**config.mk**
```make
export PLATFORM = sky130hd
export DESIGN_NAME = mem_readback
export DESIGN_NICKNAME = d
export VERILOG_FILES = /design/src/rtl/mem_readback_pkg.sv /design/src/rtl/mem_readback.sv
export SDC_FILE = /design/constraint.sdc
export NUM_CORES = 1
export LEC_CHECK = 0
export ABC_AREA = 1
export CAP_MARGIN = 5
export CORE_ASPECT_RATIO = 1.1
export CORE_MARGIN = 2
export CORE_UTILIZATION = 35
export DETAILED_ROUTE_END_ITERATION = 12
export GPL_TIMING_DRIVEN = 0
export PLACE_DENSITY = 0.66
export SLEW_MARGIN = 20
export SYNTH_ARGS = -nofsm -noshare
export SYNTH_HDL_FRONTEND = slang
export SYNTH_SLANG_ARGS = --single-unit
```
**constraint.sdc**
```tcl
create_clock -name clk -period 1.5 [get_ports clk]
set_input_delay 0.3 -clock clk [delete_from_list [all_inputs] [get_ports clk]]
set_output_delay 0.3 -clock clk [all_outputs]
set_load 0.01 [all_outputs]
```
**src/rtl/mem_readback_pkg.sv**
```systemverilog
// Shared definitions for the memory readback block: memory geometry,
// segment bases and the readback FSM state encoding.
package mem_readback_pkg;

  localparam int RB_ADDR_WIDTH = 13;
  localparam int RB_DATA_WIDTH = 32;

  localparam int MEM_WORDS     = 8192;
  localparam int TEXT_SEG_BASE = 0;
  localparam int DATA_SEG_BASE = 4096;

  typedef enum logic [2:0] {
    RB_IDLE    = 3'd0,
    RB_ISSUE   = 3'd1,
    RB_CAPTURE = 3'd2,
    RB_HOLD    = 3'd3,
    RB_FINISH  = 3'd4
  } rb_state_t;

endpackage

```
**src/rtl/mem_readback.sv**
```systemverilog
// Reads a block of words from the unified memory's second read port and
// streams each word out tagged with its address.
//
// Stream handshake: out_valid/out_addr/out_data are held stable from the cycle
// out_valid rises until a clock edge where out_valid && out_ready; that edge
// transfers the word. out_valid never drops without a transfer (except reset).
module mem_readback
  import mem_readback_pkg::*;
#(
  parameter int ADDR_WIDTH = RB_ADDR_WIDTH,
  parameter int DATA_WIDTH = RB_DATA_WIDTH
) (
  input  logic                  clk,
  input  logic                  reset,
  input  logic                  start,
  input  logic [ADDR_WIDTH-1:0] base_addr,
  input  logic [ADDR_WIDTH:0]   word_count,
  output logic                  busy,
  output logic                  done,
  output logic                  mem_rd_en,
  output logic [ADDR_WIDTH-1:0] mem_addr,
  input  logic [DATA_WIDTH-1:0] mem_rd_data,
  output logic                  out_valid,
  input  logic                  out_ready,
  output logic [ADDR_WIDTH-1:0] out_addr,
  output logic [DATA_WIDTH-1:0] out_data
);

  localparam logic [ADDR_WIDTH-1:0] CUR_ONE = {{(ADDR_WIDTH-1){1'b0}}, 1'b1};
  localparam logic [ADDR_WIDTH:0]   REM_ONE = {{ADDR_WIDTH{1'b0}}, 1'b1};

  rb_state_t             state;
  rb_state_t             state_nxt;
  logic [ADDR_WIDTH-1:0] cur;   // address of the word being read/streamed
  logic [ADDR_WIDTH:0]   rem;   // words still to stream, including the current one

  // The read port is driven straight from the FSM; cur is the address register.
  assign mem_rd_en = (state == RB_ISSUE);
  assign mem_addr  = cur;

  // Next-state decode.
  always_comb begin
    state_nxt = state;
    unique case (state)
      RB_IDLE: begin
        if (start) begin
          state_nxt = (word_count != '0) ? RB_ISSUE : RB_FINISH;
        end
      end
      RB_ISSUE:   state_nxt = RB_CAPTURE;
      RB_CAPTURE: state_nxt = RB_HOLD;
      RB_HOLD: begin
        if (out_ready) begin
          state_nxt = (rem > REM_ONE) ? RB_ISSUE : RB_FINISH;
        end
      end
      RB_FINISH:  state_nxt = RB_IDLE;
      default:    state_nxt = RB_IDLE;
    endcase
  end

  // State register, address/remaining counters and registered outputs.
  always_ff @(posedge clk) begin
    if (reset) begin
      state     <= RB_IDLE;
      cur       <= '0;
      rem       <= '0;
      busy      <= 1'b0;
      done      <= 1'b0;
      out_valid <= 1'b0;
      out_addr  <= '0;
      out_data  <= '0;
    end else begin
      state <= state_nxt;
      // done lands the cycle after FINISH, the same edge that drops busy.
      done  <= (state == RB_FINISH);
      unique case (state)
        RB_IDLE: begin
          if (start) begin
            busy <= 1'b1;
            cur  <= base_addr;
            rem  <= word_count;
          end
        end
        RB_CAPTURE: begin
          out_data  <= mem_rd_data;
          out_addr  <= cur;
          out_valid <= 1'b1;
        end
        RB_HOLD: begin
          if (out_ready) begin
            out_valid <= 1'b0;
            cur       <= cur + CUR_ONE;
            rem       <= rem - REM_ONE;
          end
        end
        RB_FINISH: busy <= 1'b0;
        default: ;
      endcase
    end
  end

endmodule

```
Word level (Yosys, flattened, before mapping)
Index checks and enable logic that the tools add are counted.
{"block": "op_classes", "n_reduce_logical": 9, "order_cmp": 1, "n_mux": 15, "eq_ne": 6, "add_sub_neg": 2}
{"operator": "14-bit 2-to-1 mux", "n": 2}
{"operator": "14-bit one-hot mux with 2 select lines", "n": 1}
{"operator": "13-bit 2-to-1 mux", "n": 2}
{"operator": "13-bit one-hot mux with 2 select lines", "n": 1}
{"operator": "14-bit by 1-bit > comparator with 1-bit output (second input constant)", "n": 1}
{"operator": "14-bit nonzero test", "n": 1}
{"operator": "14-bit by 1-bit subtractor with 14-bit output (second input constant)", "n": 1}
{"operator": "13-bit by 1-bit adder with 13-bit output (second input constant)", "n": 1}
{"operator": "3-bit 2-to-1 mux", "n": 4}
{"operator": "3-bit one-hot mux with 4 select lines", "n": 1}
{"operator": "3-bit by 2-bit equality test with 1-bit output (second input constant)", "n": 2}
{"operator": "2-bit AND reduction", "n": 3}
{"operator": "2-bit nonzero test", "n": 3}
{"operator": "2-bit != test (second input constant)", "n": 2}
{"operator": "1-bit one-hot mux with 2 select lines", "n": 2}
{"operator": "3-bit by 1-bit equality test with 1-bit output (second input constant)", "n": 1}
{"operator": "3-bit equality test (second input constant)", "n": 1}
{"operator": "3-bit zero test", "n": 1}
{"operator": "3-bit AND reduction", "n": 1}
{"operator": "1-bit 2-to-1 mux", "n": 2}
{"block": "totals", "word_cells": 41, "out_inout_bits": 62, "reg_bits": 78, "inputBits": 63}

Logic depth before layout (Yosys ltp)
Gate-level depths: netlist of run 1.
{"block": "depth", "word_depth": 4, "ltp_mapped": 10, "mapped_depth_nobuf": 10}

Least setup slack after synthesis of run 1
No wires, ideal clock.
{"block": "synth_timing", "path_kind": "register to register", "startpoint": "reg cur[1], in the netlist mem_addr[1]", "endpoint": "reg cur[4], in the netlist mem_addr[4]", "path_slack_ns": 0.128, "path_stages_with_launch": 8, "arrival_ns": 1.239, "period_less_slack_ns": 1.372, "path_buffers": 0, "setup_ns": 0.132, "required_time_ns": 1.368, "cell_sequence": "dfxtp_1 ha_1 nand2_1 nor2_1 xnor2_1 nand2_1 o211ai_1 a21oi_1"}
{"block": "synth_via", "elab_chain_cells": 3}
{"item": "start: declaration", "line_no": "mem_readback.sv:34", "text": "logic [ADDR_WIDTH-1:0] cur;"}
{"item": "start signal: assignment", "line_no": "mem_readback.sv:81", "text": "cur <= base_addr;"}
{"item": "start signal: assignment", "line_no": "mem_readback.sv:93", "text": "cur <= cur + CUR_ONE;"}
{"item": "13-bit by 1-bit adder with 13-bit output", "line_no": "mem_readback.sv:93"}
{"item": "13-bit 2-to-1 mux", "line_no": "mem_readback.sv:91", "text": "if (out_ready) begin"}
{"item": "13-bit one-hot mux with 2 select lines", "line_no": "mem_readback.sv:77", "text": "unique case (state)"}
No other way between the ends. The select of a mux whose other input is x is not followed.
A chain may end at the register's enable or synchronous reset.

Worst setup path after layout of run 1
{"block": "layout_timing", "startpoint": "reg state[2]", "endpoint": "reg cur[8], in the netlist mem_addr[8]"}
{"block": "layout_via", "elab_chain_cells": 3, "elab_cells_between_ends": 7, "cone_classes": "eq/ne (3); mux (1); reduce/logical (3)"}
{"item": "start: declaration", "line_no": "mem_readback.sv:32", "text": "rb_state_t state;"}
{"item": "start signal: assignment", "line_no": "mem_readback.sv:74", "text": "state <= state_nxt;"}
{"item": "3-bit by 2-bit equality test with 1-bit output / 3-bit zero test (equally long branches)", "line_no": "mem_readback.sv:77"}
{"item": "2-bit != test (no source line) / 2-bit nonzero test (equally long branches)"}
{"item": "3-bit AND reduction (no source line)"}
Several ways; a longest one is shown, not always the timed one.

==> results.md, run 1 <==
* Status: finished clean
* Distinct cell type count after synthesis at 27
* Minimum clock period at 1.48 ns
* Cell area power density at 1850 nW/um2
* RR Endpoint: mem_addr[8]
* Drt first pass iters at 6
* Fmax at 676 MHz
* RR Startpoint: state[2]
* Period utilization at 0.987
* Row Count at 39
* Area delta synth->final at 55.0%
* Synth Area in Compound Gates at 0.171
* Simple-Gate Fraction of Synth Area at 0.313
* Die H at 111 um
* Hold path start: out_data[25]
* CTS root buf: clkbuf_16
* Gr usage total at 0.211
* Yosys warns at 0
* Slew headroom at 0.572
* Largest net degree at the start of global routing at 15
* DRC Markers at 0
* Tightest Hold Check Type: flop to flop
* Non-Filler Instances at 825
* Critical Path RT at 1.73 ns
* Reg2Reg Depth at 9
* Critical path type: flop to flop
* Worst Path Arrival at 1.71 ns
* Final core occ at 0.549
* Syn nets at 613
* Hold EP: out_data[25]
* Clock Latency Late Sink at 0.34 ns
* Total Wirelength at 12,300 um
* First-pass GRT wire length at 18,800 um
* DR vias at 4,133
* CTS Buffer Depth at 2
* CTS tree: yes
* Die width at 101 um
* Crit path capture type: flop
* Skew final at 0.00614 ns
* Synth area leaders: dfxtp_1, nor2_1, nand2_1, o21ai_0, a21oi_1
* LEAKAGE at 2.52 nW
* Drt initial violations at 309
* Post-synthesis cell area at 3630 um2
* Post-Synthesis Cells at 547
* CTS Sinks at 78
* TritonCTS buffer count at 9
* Max IR drop VDD at 0.925 mV
* IO Pins at 125
* Final nets at 763
* # setup viols final at 0
* Worst-path clk slew at 0.06 ns
* Tot Pwr at 10.4 mW
* Fraction of layout instances using a drive strength above 1 at 0.145
* Worst-Margin Slew at 0.642 ns
* Die footprint at 11,200 um2
* Total negative slack at 0 ns
* # port buffers at 124
* WL/cell at 14.9 um
* Diodes inserted at 0
* Initial antenna violation count at 0
* RSZ-0062 raised after global routing: true
* R2R Setup Slk at 0.02 ns
* Number of max-slew violations in the final report at 0
* H-tree levels at 3
* Starting Density at 0.354
* FF+latch count, synth at 78
* Syn Area/Cell at 6.64 um2
* Max-Cap Viols at 0
* Largest area contributor in the netlist: dfxtp_1
* Hold Crit Depth at 2
* Xor/xnor share of the synthesized area at 0.00483
* DP Wirelength at 8660 um
* Sequential share of the synthesized area at 0.430
* Final Hold Vio Count at 0
* # placed instances at 794
* Fillers at 1,031
* Multiplexer share of the synthesized area at 0
* DRT antenna net count at 0
* Vias in the first global route at 3,840
* RePlAce Congestion at 0.947
* Grt total ovfl at 0
* Critical Path Start Type: flop
* Worst-path maximum fanout at 6
* Synth top area share at 0.430
* Main combinational cell family by area after synthesis: simple AND/OR/NAND/NOR gates
* Synth Area in Adders at 0.0103
* Core area at 10,200 um2
* Via/cell ratio at 5.01
* Hold buffer count at CTS at 0
-- kinds of logic (layout without fill, tap and decap cells) --
logic type                 count (synthesis)  after routing
adders and majority gates                  3              3
xor gates and xnor gates                   2              2
buffers and inverters                     59            214
and+or+nand+nor                          284            284
DFF                                       78             78
AOI/OAI and AO/OA                        121            121
-- repair_timing --
item                                    CTS  global route
gates cloned                              0             3
setup buffers                             3             9
pin swaps                                 0             5
endpoints found under the setup margin  109            72
resized for setup                        85            77
-- cell usage after synthesis --
cell	number
nor2_1	145
nand2_1	103
dfxtp_1	78
o21ai_0	63
a21oi_1	46
inv_1	28
nand3_1	20
clkbuf_1	15
buf_2	7
o21ai_1	5
inv_2	4
nand4_1	4
or2_2	4
buf_6	3
ha_1	3
nor3_1	3
a211oi_1	2
a31oi_1	2
nand3_2	2
nand3b_1	2
o211ai_1	2
buf_1	1
buf_4	1
nand2_2	1
o22ai_1	1
xnor2_1	1
xor2_1	1
-- cell type report --
type | count | area (um2) | area share
inverters | 32 | 133 | 0.0236
clock buffers | 10 | 229 | 0.0407
multi-input cells | 410 | 1930 | 0.343
plain buffers | 27 | 194 | 0.0345
well taps | 123 | 154 | 0.0274
repair buffers | 139 | 1330 | 0.237
clock inverters | 6 | 70.1 | 0.0125
flip-flops and latches | 78 | 1590 | 0.282
-- how the worst max path moves through the flow --
| stage | start | end | slack [ns] | depth (start not counted) |
|---|---|---|---|---|
| 2_1_floorplan | mem_addr[1] | mem_addr[4] | 0.13 | 7 |
| 3_3_place_gp | reset | rem[4] | -0.44 | 5 |
| 3_5_place_dp | reset | rem[4] | -0.44 | 5 |
| 4_1_cts | out_data[8] | out_data[8] | 0.0004 | 1 |
| 5_1_grt | state[2] | mem_addr[11] | -0.06 | 10 |
| 6_report | state[2] | mem_addr[8] | 0.02 | 9 |
-- metrics by stage --
step | area [um2] | hold WS [ns] | setup WS (ns)
after floorplan | 3630 | 0.369 | 0.128
after global placement | 5020 | 0.458 | -0.443
after detailed placement | 5020 | 0.470 | -0.443
after CTS | 5320 | 0.480 | 0.000440
after global routing | 5630 | 0.501 | -0.0567
final | 5630 | 0.476 | 0.0202
-- worst max-delay path, stage by stage (launching register included) --
cell and delay (ns):
dfxtp_4 0.39, inv_4 0.05, nand3_4 0.10, clkinv_4 0.08, nand2_4 0.08, nand3_4 0.14
buf_8 0.18, buf_12 0.13, a21oi_1 0.12, a21oi_1 0.09
-- cells in the final DEF (no fill, tap or decap), drive strengths merged --
master         netlist  layout
clkinv               0       1
nor2               145     145
bufinv               0       1
a21oi               46      46
a211oi               2       2
nand3               22      22
clkbuf              15      29
a31oi                2       2
o211ai               2       2
dlygate4sd2          0      59
xnor2                1       1
buf                 12      24
xor2                 1       1
nor3                 3       3
o22ai                1       1
clkdlybuf4s50        0      62
o21ai               68      68
nand3b               2       2
ha                   3       3
clkinvlp             0       3
dlymetal6s2s         0       2
nand4                4       4
or2                  4       4
inv                 32      33
dfxtp               78      78
nand2              104     104
-- routing by layer --
layer / share of wire / wire length (um) / up-vias / global-route usage
met5: 0 / 0 / - / 0
met4: 0.029 / 356 / 0 / 0.0775
met3: 0.074 / 912 / 26 / 0.0416
li1: - / - / 2074 / -
met1: 0.42 / 5220 / 1869 / 0.264
met2: 0.47 / 5800 / 164 / 0.355
-- sequential cells by signal (all words and copies together), names as in the netlist --
| register | cells |
|---|---|
| state | 3 |
| mem_addr | 13 |
| out_valid | 1 |
| busy | 1 |
| rem | 14 |
| out_addr | 13 |
| done | 1 |
| out_data | 32 |
-- power breakdown --
| group | switching [mW] | internal [mW] | total [mW] | leakage [nW] |
|---|---|---|---|---|
| Combinational | 2.74 | 2.17 | 4.91 | 1.73 |
| Clock | 0.934 | 1.30 | 2.24 | 0.136 |
| Sequential | 0.535 | 2.75 | 3.28 | 0.646 |
Note: power is estimated with default switching activity, not from simulation.
==> run 2: changes to the inputs <==
--- a/config.mk
+++ b/config.mk
@@ -13,6 +13,7 @@
 export DETAILED_ROUTE_END_ITERATION = 12
 export GPL_TIMING_DRIVEN = 0
 export PLACE_DENSITY = 0.66
+export SKIP_CTS_REPAIR_TIMING = 1
 export SLEW_MARGIN = 20
 export SYNTH_ARGS = -nofsm -noshare
 export SYNTH_HDL_FRONTEND = slang
==> constraint.sdc (replaced) <==
create_clock -name clk -period 1.8 [get_ports clk]
set_input_delay 0.36 -clock clk [delete_from_list [all_inputs] [get_ports clk]]
set_output_delay 0.36 -clock clk [all_outputs]
set_load 0.01 [all_outputs]
==> run 2 against run 1 <==
Die area is the same. Power down 21%. Register-to-register slack gained 0.14 ns. Non-clock buffer count fell by 15. Critical endpoint is now mem_addr[1]. Largest cell class unchanged.
==> results.md, run 2 (same netlist as run 1, synthesis figures left out) <==
* DRC Markers at 0
* DRT antenna net count at 0
* Final nets at 748
* Die width at 101 um
* Starting Density at 0.354
* Vias in the first global route at 3,825
* Clock Latency Late Sink at 0.34 ns
* Drt first pass iters at 5
* Via/cell ratio at 4.97
* WL/cell at 14.5 um
* Most frequent cells in the layout: nor2_1, clkdlybuf4s50_1, nand2_1
* Slew headroom at 0.616
* Most common cell after layout, fill and taps aside: nor2_1
* Max IR drop VDD at 0.643 mV
* Largest net degree at the start of global routing at 15
* Drt initial violations at 211
* Max-Cap Viols at 0
* Worst-path clk slew at 0.06 ns
* Reg area at 1570 um2
* Status: finished clean
* Critical Path RT at 1.44 ns
* WHS at 0.480 ns
* CTS Sinks at 78
* Grt total ovfl at 0
* Worst-path maximum fanout at 5
* CTS Buffer Depth at 2
* RSZ-0062 raised after global routing: false
* Diodes inserted at 0
* RePlAce Congestion at 0.947
* Crit path buf inv count at 1
* Max reg flops at 32
* Die footprint at 11,200 um2
* Core area at 10,200 um2
* Total negative slack at 0 ns
* Minimum clock period at 1.73 ns
* Gr usage total at 0.209
* Number of max-slew violations in the final report at 0
* Critical Path, Cell by Cell: clkdlybuf4s50_1
* LEAKAGE at 2.11 nW
* # port buffers at 124
* Die H at 111 um
* Total Wirelength at 11,700 um
* DP Wirelength at 8660 um
* Final Hold Vio Count at 0
* Crit path capture type: output pin
* Worst-Margin Slew at 0.576 ns
* Skew final at 0.00543 ns
* Initial antenna violation count at 0
* Largest stage delay, worst path at 0.58 ns
* Largest registers: out_data x32, rem x14
* CTS tree: yes
* Largest Register: out_data
* Critical Path Start Type: flop
* CTS root buf: clkbuf_16
* Cell family with most CP delay: buffers and inverters
* Row Count at 39
* Period utilization at 0.961
* Multi-input gate area in the final layout at 1810 um2
* TritonCTS buffer count at 9
* First-pass GRT wire length at 18,700 um
* Worst Path Arrival at 1.37 ns
* IO Pins at 125
* Slowest cell on crit path: clkdlybuf4s50_1
* Area delta synth->final at 47.1%
* Fmax at 578 MHz
* # setup viols final at 0
* DR vias at 4,024
* Fillers at 1,042
* Tightest Hold Check Type: flop to flop
* Critical path type: flop to output pin
* Fraction of layout instances using a drive strength above 1 at 0.0640
* Cell area power density at 1540 nW/um2
* H-tree levels at 3
[run 2: cell count changes in the layout (fill, tap and decap cells not counted), sizes merged]
cell           previous run  this run
clkdlybuf4s50            62       123
dlygate4sd2              59         0
buf                      24        12
clkbuf                   29        25
clkinv                    1         0
dlymetal6s2s              2         1
inv                      33        34
[run 2: per-layer routing]
layer | GRT usage | wire [um] | share of wire
met5 | 0 | 0 | 0
met4 | 0.0775 | 266 | 0.023
met3 | 0.0404 | 803 | 0.068
met2 | 0.351 | 5510 | 0.47
met1 | 0.263 | 5150 | 0.44
[run 2: final cells by class]
type,instances,share of cell area
Tap cell,123,0.0288
Clock buffer,10,0.0429
Inverter,32,0.0225
Multi-Input combinational cell,410,0.340
Buffer,27,0.0269
Clock inverter,6,0.0131
Sequential cell,78,0.293
Timing Repair Buffer,124,0.233
[run 2: report_power, final]
| group | leakage (nW) | internal [mW] | switching [mW] | total, mW |
|---|---|---|---|---|
| sequential | 0.641 | 2.27 | 0.440 | 2.71 |
| clock | 0.136 | 1.08 | 0.762 | 1.85 |
| combinational | 1.33 | 1.63 | 2.03 | 3.65 |
| total | 2.11 | 4.98 | 3.23 | 8.21 |
[run 2: worst paths after layout]
| path | startpoint | end | slack, ns | cells past startpoint |
|---|---|---|---|---|
| max reg2reg | state[1] | mem_addr[4] | 0.16 | 8 |
| max | mem_addr[1] | mem_addr[1] | 0.07 | 1 |
| min | out_data[25] | out_data[25] | 0.48 | 2 |
| min reg2reg | out_data[25] | out_data[25] | 0.48 | 2 |
[run 2: through the flow]
stage / cells / util / power, mW / area, um2 / worst slack, ns
floorplan: 547 / - / 4.75 / 3630 / 0.428
global placement: 794 / 0.490 / 6.31 / 5020 / -0.203
detailed placement: 794 / 0.490 / 6.37 / 5020 / -0.203
CTS: 810 / 0.520 / 8.24 / 5320 / -0.0824
global route: 810 / 0.521 / 8.83 / 5340 / 0.00637
finish: 810 / 0.521 / 8.21 / 5340 / 0.0706
[run 2: tightest hold or removal path, cell delays in order (launching register included)]
cell and delay [ns]:
dfxtp_1 0.32, nor2_1 0.04, nor2_1 0.08
==> run 3: changes to the inputs <==
--- a/config.mk
+++ b/config.mk
@@ -13,6 +13,7 @@
 export DETAILED_ROUTE_END_ITERATION = 12
 export GPL_TIMING_DRIVEN = 0
 export PLACE_DENSITY = 0.66
+export REMOVE_ABC_BUFFERS = 1
 export SKIP_CTS_REPAIR_TIMING = 1
 export SLEW_MARGIN = 20
 export SYNTH_ARGS = -nofsm -noshare
==> run 3 against run 2 <==
First-iteration DRC count fell by 23%. Clock skew down 0.0013 ns. Clock power grew 14%. Global-route usage decreased by 3.0 points. Count of clock-buffer cells in the layout decreased by 1. Routed wire length shrank 6.3%. Sequential share of layout area down 0.25 points. Flip-flop and latch count unchanged. Via count is 2.4% lower. Setup slack improved by 0.011 ns. Worst hold slack better by 0.0025 ns. Die area stayed put.
==> results.md, run 3 (same netlist as run 1, synthesis figures left out) <==
* LEAKAGE at 2.14 nW
* Worst-path maximum fanout at 5
* WL/cell at 13.9 um
* Row Count at 39
* Slew headroom at 0.278
* Largest stage delay, worst path at 0.60 ns
* Minimum clock period at 1.72 ns
* CTS root buf: clkbuf_16
* Critical Path Start Type: flop
* IO Pins at 125
* Critical path type: flop to output pin
* Gate power share at 0.428
* Sequential power share at 0.322
* Worst-Margin Slew at 1.08 ns
* Most common cell after layout, fill and taps aside: nor2_1
* NetSw at 3.19 mW
* Fraction of layout instances using a drive strength above 1 at 0.0643
* Sw frac at 0.380
* Status: finished clean
* Vias in the first global route at 3,427
* GR Util met2 at 0.301
* Critical Path RT at 1.44 ns
* CTS Sinks at 78
* First-pass GRT wire length at 16,200 um
* Crit path depth at 1
* Tot Pwr at 8.41 mW
* Crit path capture type: output pin
* Final nets at 730
* Met3 usage at 0.0347
* Dpl ws at -1.48 ns
* Grt met1 use at 0.222
* H-tree levels at 3
* Total Wirelength at 11,000 um
* Non-Filler Instances at 792
* # port buffers at 124
* DRC Markers at 0
* Largest net degree at the start of global routing at 56
* Clock power share at 0.250
* Gr usage total at 0.179
* Crit path buf inv count at 1
* Drt initial violations at 162
* CTS Buffer Depth at 2
* Largest registers: out_data x32, rem x14
* Max reg flops at 32
* Die width at 101 um
* Cell family with most CP delay: buffers and inverters
* Max IR drop VDD at 0.569 mV
* Tightest Hold Check Type: flop to flop
* Gr busiest metal: met2
* RR Endpoint: rem[9]
* Area delta synth->final at 48.4%
* Hold Crit Depth at 2
* Int Pwr at 5.22 mW
* Diodes inserted at 0
* DP Wirelength at 7030 um
* Hold path start: out_data[22]
* RePlAce Congestion at 0.933
* RR Startpoint: state[2]
* R2R Setup Slk at 0.11 ns
* Reg2Reg Depth at 8
* # setup viols final at 0
* Slowest cell on crit path: clkdlybuf4s50_1
* Cell area power density at 1560 nW/um2
* TritonCTS buffer count at 9
* Max-Cap Viols at 0
* Initial antenna violation count at 0
* Drt first pass iters at 4
* Worst Path Arrival at 1.36 ns
* Skew final at 0.00408 ns
* Final Hold Vio Count at 0
* Die footprint at 11,200 um2
* Starting Density at 0.354
* Period utilization at 0.955
* Hold EP: out_data[22]
* Most frequent cells in the layout: nor2_1, clkdlybuf4s50_1, nand2_1
* Core area at 10,200 um2
* Placed Area at 4890 um2
* Setup ws final at 0.0813 ns
* Fmax at 582 MHz
* Grt total ovfl at 0
* # placed instances at 767
* Number of max-slew violations in the final report at 0
* Largest Register: out_data
* Cell area after layout at 5390 um2
* Die H at 111 um
* CTS tree: yes
* Worst-path clk slew at 0.06 ns
* DR vias at 3,928
* Clock Latency Late Sink at 0.33 ns
* Critical Path, Cell by Cell: clkdlybuf4s50_1
* Via/cell ratio at 4.96
* DRT antenna net count at 0
## run 3: worst max path at each step
stage	from	end	slack, ns
5_1_grt	state[0]	rem[6]	-0.02
3_5_place_dp	state[1]	rem[6]	-1.48
3_3_place_gp	reset	out_data[30]	-1.50
4_1_cts	state[1]	rem[6]	-1.51
6_report	mem_addr[6]	mem_addr[6]	0.08
2_1_floorplan	state[1]	rem[13]	-0.46
## run 3: worst register-to-register path, cell delays in order, from the launching register on
cell	delay [ns]
dfxtp_1	0.42
inv_2	0.11
nand3_4	0.15
inv_8	0.11
nand2_4	0.15
nand3_4	0.16
buf_4	0.20
o21ai_0	0.16
a21oi_1	0.08
## run 3: layout make-up
class | count | area [um2]
Multi-Input combinational cell | 413 | 1880
Fill cell | 998 | 4860
Clock inverter | 7 | 121
Inverter | 32 | 145
Clock buffer | 9 | 225
Timing Repair Buffer | 130 | 1290
Tap cell | 123 | 154
Sequential cell | 78 | 1570
## run 3: routing by layer
| metal | wire length, um | up-vias |
|---|---|---|
| met5 | 0 | - |
| met4 | 178 | 0 |
| met3 | 904 | 14 |
| met2 | 5250 | 154 |
| met1 | 4660 | 1745 |
| li1 | - | 2015 |
## run 3: power by group through the flow
stage,combinational [mW],clock [mW],sequential [mW]
after floorplan,1.73,0,2.83
after global placement,3.30,0,2.68
after detailed placement,3.35,0,2.71
after CTS,3.36,2.13,2.68
after global routing,4.03,2.20,2.78
final,3.60,2.10,2.71
## run 3: metrics by stage
stage	hold WS [ns]	setup TNS (ns)	utilization
floorplan	0.429	-9.19	-
global placement	0.464	-94.89	0.477
detailed placement	0.473	-73.62	0.477
CTS	0.483	-58.53	0.511
global route	0.503	-0.0460	0.526
finish	0.483	0	0.526
